File: src/rtl/serial_rx_pkg.sv
`default_nettype none
// ============================================================================
//  Module   : serial_rx_pkg
//  Purpose  : Shared state encoding and serial line levels for the framed
//             serial receiver controller.
//  Revision : 1.0  initial release
// ============================================================================
package serial_rx_pkg;

    // Receiver sequencing states
    typedef enum logic [1:0] {
        S_IDLE = 2'd0,
        S_DATA = 2'd1,
        S_STOP = 2'd2
    } rx_state_t;

    // Line levels that frame a word: idle/stop high, start low
    localparam logic START_BIT = 1'b0;
    localparam logic STOP_BIT  = 1'b1;

endpackage : serial_rx_pkg
`default_nettype wire

File: src/rtl/shift_reg_sipo.sv
`default_nettype none
// ============================================================================
//  Module   : shift_reg_sipo
//  Purpose  : Serial-in / parallel-out shift register with shift enable and
//             synchronous reset. New bits enter at the LSB, so the first bit
//             shifted in ends up in the MSB after WIDTH shifts.
//  Revision : 1.0  initial release
// ============================================================================
module shift_reg_sipo #(
    parameter int WIDTH = 4
) (
    input  logic             clk,
    input  logic             rst,
    input  logic             shift_en,
    input  logic             serial_in,
    output logic [WIDTH-1:0] q
);

    logic [WIDTH-1:0] sr_q;

    // A one-bit register has no lower slice to concatenate, so it is a plain
    // enabled flop; wider registers shift towards the MSB.
    if (WIDTH == 1) begin : g_single
        // Capture the line bit on each enabled cycle
        always_ff @(posedge clk) begin
            if (rst) begin
                sr_q <= '0;
            end else if (shift_en) begin
                sr_q <= serial_in;
            end
        end
    end else begin : g_multi
        // Shift left, inserting the line bit at the LSB
        always_ff @(posedge clk) begin
            if (rst) begin
                sr_q <= '0;
            end else if (shift_en) begin
                sr_q <= {sr_q[WIDTH-2:0], serial_in};
            end
        end
    end

    assign q = sr_q;

endmodule : shift_reg_sipo
`default_nettype wire

File: src/rtl/serial_rx_ctrl.sv
`default_nettype none
// ============================================================================
//  Module   : serial_rx_ctrl
//  Purpose  : Frame sequencer for a SIPO shift register. Detects a start bit,
//             enables shifting for exactly WIDTH strobed data bits, checks the
//             stop bit and hands the word off through a one-entry valid/ready
//             output buffer that runs independently of the receiver.
//  Revision : 1.0  initial release
// ============================================================================
module serial_rx_ctrl
    import serial_rx_pkg::*;
#(
    parameter int WIDTH = 4,
    parameter int CNT_W = $clog2(WIDTH + 1)
) (
    input  logic             clk,
    input  logic             rst,
    input  logic             sample_en,
    input  logic             serial_in,
    output logic [WIDTH-1:0] data_out,
    output logic             data_valid,
    input  logic             data_ready,
    output logic             busy,
    output logic             frame_err,
    output logic             overrun
);

    localparam logic [CNT_W-1:0] C_LAST = CNT_W'(WIDTH - 1);
    localparam logic [CNT_W-1:0] C_ONE  = CNT_W'(1);

    rx_state_t        state_q;
    logic [CNT_W-1:0] cnt_q;
    logic             busy_q;
    logic [WIDTH-1:0] data_q;
    logic             valid_q;
    logic             frame_err_q;
    logic             overrun_q;

    logic             w_shift_en;
    logic [WIDTH-1:0] w_sr;

    // Data bits are only shifted on strobes while in the data phase
    assign w_shift_en = sample_en && (state_q == S_DATA);

    shift_reg_sipo #(
        .WIDTH (WIDTH)
    ) u_sr (
        .clk       (clk),
        .rst       (rst),
        .shift_en  (w_shift_en),
        .serial_in (serial_in),
        .q         (w_sr)
    );

    // Frame FSM, bit counter, error pulses and output buffer with handshake
    always_ff @(posedge clk) begin
        if (rst) begin
            state_q     <= S_IDLE;
            cnt_q       <= '0;
            busy_q      <= 1'b0;
            data_q      <= '0;
            valid_q     <= 1'b0;
            frame_err_q <= 1'b0;
            overrun_q   <= 1'b0;
        end else begin
            frame_err_q <= 1'b0;
            overrun_q   <= 1'b0;

            // Consumer takes the word; a same-cycle load below overrides this
            if (valid_q && data_ready) begin
                valid_q <= 1'b0;
            end

            if (sample_en) begin
                case (state_q)
                    S_IDLE: begin
                        if (serial_in == START_BIT) begin
                            state_q <= S_DATA;
                            cnt_q   <= '0;
                            busy_q  <= 1'b1;
                        end
                    end
                    S_DATA: begin
                        cnt_q <= cnt_q + C_ONE;
                        if (cnt_q == C_LAST) begin
                            state_q <= S_STOP;
                        end
                    end
                    S_STOP: begin
                        // A low stop bit is an error, never a new start bit
                        state_q <= S_IDLE;
                        busy_q  <= 1'b0;
                        if (serial_in == STOP_BIT) begin
                            if (!valid_q || data_ready) begin
                                data_q  <= w_sr;
                                valid_q <= 1'b1;
                            end else begin
                                overrun_q <= 1'b1;
                            end
                        end else begin
                            frame_err_q <= 1'b1;
                        end
                    end
                    default: begin
                        state_q <= S_IDLE;
                        busy_q  <= 1'b0;
                    end
                endcase
            end
        end
    end

    assign data_out   = data_q;
    assign data_valid = valid_q;
    assign busy       = busy_q;
    assign frame_err  = frame_err_q;
    assign overrun    = overrun_q;

endmodule : serial_rx_ctrl
`default_nettype wire
File: config.mk
export PLATFORM = sky130hd
export DESIGN_NAME = serial_rx_ctrl
export DESIGN_NICKNAME = d
export VERILOG_FILES = /design/src/rtl/serial_rx_pkg.sv /design/src/rtl/shift_reg_sipo.sv /design/src/rtl/serial_rx_ctrl.sv
export SDC_FILE = /design/constraint.sdc
export NUM_CORES = 1
export LEC_CHECK = 0
export BUFFER_PORTS_ARGS = -buffer_cell sky130_fd_sc_hd__buf_2
export CAP_MARGIN = 20
export CORE_ASPECT_RATIO = 1.5
export CORE_MARGIN = 2
export CORE_UTILIZATION = 28
export CTS_BUF_LIST = sky130_fd_sc_hd__clkbuf_4 sky130_fd_sc_hd__clkbuf_8 sky130_fd_sc_hd__clkbuf_16
export DETAILED_ROUTE_END_ITERATION = 8
export PLACE_DENSITY = 0.47
export SLEW_MARGIN = 15
export SYNTH_ARGS = -nofsm -noshare
export SYNTH_HDL_FRONTEND = slang
export SYNTH_HIERARCHICAL = 1
export SYNTH_SLANG_ARGS = --single-unit
File: constraint.sdc
create_clock -name clk -period 2.3 [get_ports clk]
set_clock_uncertainty 0.1 [all_clocks]
set_input_delay 0.23 -clock clk [delete_from_list [all_inputs] [get_ports clk]]
set_output_delay 0.23 -clock clk [all_outputs]
set_load 0.03 [all_outputs]
==> metrics.txt <==
status finished clean; CTS H-tree lvls 1; Post-Syn Nets 79; grt total ovfl 0; antenna viol nets, final 0; Hold Path Class in -> reg; worst skew pair latency 0.28 ns; Wirelength per Cell 11.0 um; clock share of power 33.5%; All-Layer GR Usage 8.82%; Combinational Power Share 6.6%; Row Count 22; Post-CTS Resized 0; largest net degree at the start of global routing 22; Synth Register Bits 17; setup bufs post-CTS 0; # clock sinks 17; Final Hold Vio Count 0; CTS tree built; sw frac 22.6%; first-pass GRT wire length 1880 um; Syn Area/Cell 9.91 um^2; commonest non-fill, non-tap cell in the layout dfxtp_1; hold endpoint frame_err; Reg2Reg Depth 3; pins over their slew limit 0; share of cells above drive strength 1 24.7%; Syn-to-layout area delta 14.0%; crit-path max FO 8; hold_buf cts 0; antenna violations before repair 0; Crit Reg-Reg Endpoint data_out[1]; Root Buffer clkbuf_4; GPL Wtd Cong 0.638; Fillers 261; Detailed Place HPWL 839 um; setup slack, reg-to-reg 0.99 ns; Synth cell types 23; NetSw 0.000114 W; via count 516; Max stage delay on crit path 0.39 ns; die area 2970 um^2; vias in the first global route 428; Placed Instances 105; First-pass DRT Iterations 4; Detailed Route Iter0 Violations 8; f_max 763 MHz; DRC viols 0; Crit path required time 2.42 ns; commonest non-fill, non-tap cells in the layout dfxtp_1, buf_2, nand2b_1; DRT Wirelength 1200 um; clk slew on worst S/H paths 0.10 ns; footprint of the multi-input gates 349 um^2; Antenna Cells 0; register share of total power 59.9%; area of the core region 2420 um^2; Starting Density 29.4%; # port buffers 12; TritonCTS buffer count 3; Worst EP arrival 1.43 ns; Bufs on Longest Clock Path 2; Critical Path Slowest Stage Cell dfxtp_1; P_int 0.000391 W; register area share after synthesis 47.7%; io pins 13; Worst-Margin Slew 0.334 ns; crit path launch type register; Die Y 65.8 um; Final min period 1.31 ns; setup_tns 0 ns; Final #Nets 93; mapped cell area 713 um^2; DIE WIDTH 45.2 um; WS Path Type reg -> reg; Non-Filler Instances 109; Post-Syn Instances 72; P_leak 0.320 nW; cell-by-cell trace of the critical path nand4b_2 > nor2b_2 > mux2i_1; Worst setup EP type register; Hold Startpoint serial_in; P per Cell Area 621 nW/um^2; hold_ws 0.0786 ns; Via density 4.73; relative slew slack 77.7%; Hold Crit Depth 2; unrepaired setup endpoints after global routing false; worst vdd ir 357 uV; final setup fails 0; FF-to-FF Start state_q[0]; Tcrit/Tclk final 57.0%; register area 340 um^2; Synth Warn # 6; Max-cap violations 0
## power groups by stage
stage,combinational [W],sequential [W],clock [W]
floorplan,0.0000191,0.000311,0
global placement,0.0000333,0.000309,0
detailed placement,0.0000335,0.000310,0
CTS,0.0000335,0.000303,0.000181
global route,0.0000364,0.000304,0.000194
finish,0.0000332,0.000303,0.000169
## sequential cells by signal, indices dropped and copies added (netlist names)
signal,count
data_out,4
u_sr/q,4
cnt_q,3
state_q,2
busy,1
data_valid,1
frame_err,1
overrun,1
## layer usage
layer	GRT usage, %	up-vias	wire, um
met5	0	-	0
met4	6.62	0	15
met3	2.46	2	41
met2	12.0	8	582
met1	11.4	231	558
li1	-	275	-
## logic make-up (layout without fill, tap and decap cells)
family,count (synthesis),after routing,share of synthesized area [%]
adders and majority gates,2,2,3.51
and+or+nand+nor,30,30,25.4
AOI/OAI and AO/OA,11,11,8.77
muxes,8,8,11.2
DFF,17,17,47.7
buffers and inverters,4,17,3.33
## worst max-delay path, delay by kind of cell (launching register included)
kind / cells / cell delay (ns)
DFF: 1 / 0.39
muxes: 1 / 0.21
and+or+nand+nor: 2 / 0.55
## stage by stage
stage	util, %	worst slack (ns)	area, um^2	total power [W]
final	33.6	0.989	813	0.000505
after global routing	33.6	0.866	813	0.000534
after CTS	33.6	0.963	813	0.000517
after detailed placement	32.3	0.997	783	0.000343
after global placement	32.3	0.995	783	0.000343
after floorplan	-	1.10	713	0.000330
## Yosys cell counts
master / n / area share, %
a21oi_1: 5 / 3.5
a211oi_1: 2 / 2.1
nand3b_1: 1 / 1.1
nor2b_1: 1 / 0.88
ha_1: 2 / 3.5
nand2_1: 1 / 0.53
nor2b_2: 1 / 1.2
o21ai_0: 3 / 2.1
mux2i_1: 8 / 11
and3b_2: 1 / 1.4
dfxtp_1: 17 / 48
a22oi_1: 1 / 1.1
clkbuf_1: 1 / 0.53
buf_6: 1 / 1.6
nand4b_2: 1 / 2.1
inv_1: 1 / 0.53
nand3_1: 1 / 0.70
nand2b_1: 10 / 8.8
nor2_1: 9 / 4.7
and2b_2: 2 / 2.5
clkbuf_2: 1 / 0.70
nor4_1: 1 / 0.88
nor3_1: 1 / 0.70
## area by class of cell
class                           instances  share of cell area (%)
Timing Repair Buffer                   12                    7.38
Tap cell                               24                    3.69
Sequential cell                        17                    41.8
Clock buffer                            4                    3.69
Multi-Input combinational cell         51                    42.9
Inverter                                1                   0.462
## how the worst max path moves through the flow
stage                     startpoint     endpoint  slack, ns  cells past startpoint
after floorplan           state_q[0]    u_sr/q[0]       1.10                      4
after global placement    state_q[0]  data_out[1]       0.99                      3
after detailed placement  state_q[0]  data_out[2]        1.0                      3
after CTS                 state_q[0]  data_out[1]       0.96                      3
after global routing      state_q[0]  data_out[2]       0.87                      3
final                     state_q[0]  data_out[1]       0.99                      3
(Power assumes the default switching activity.)
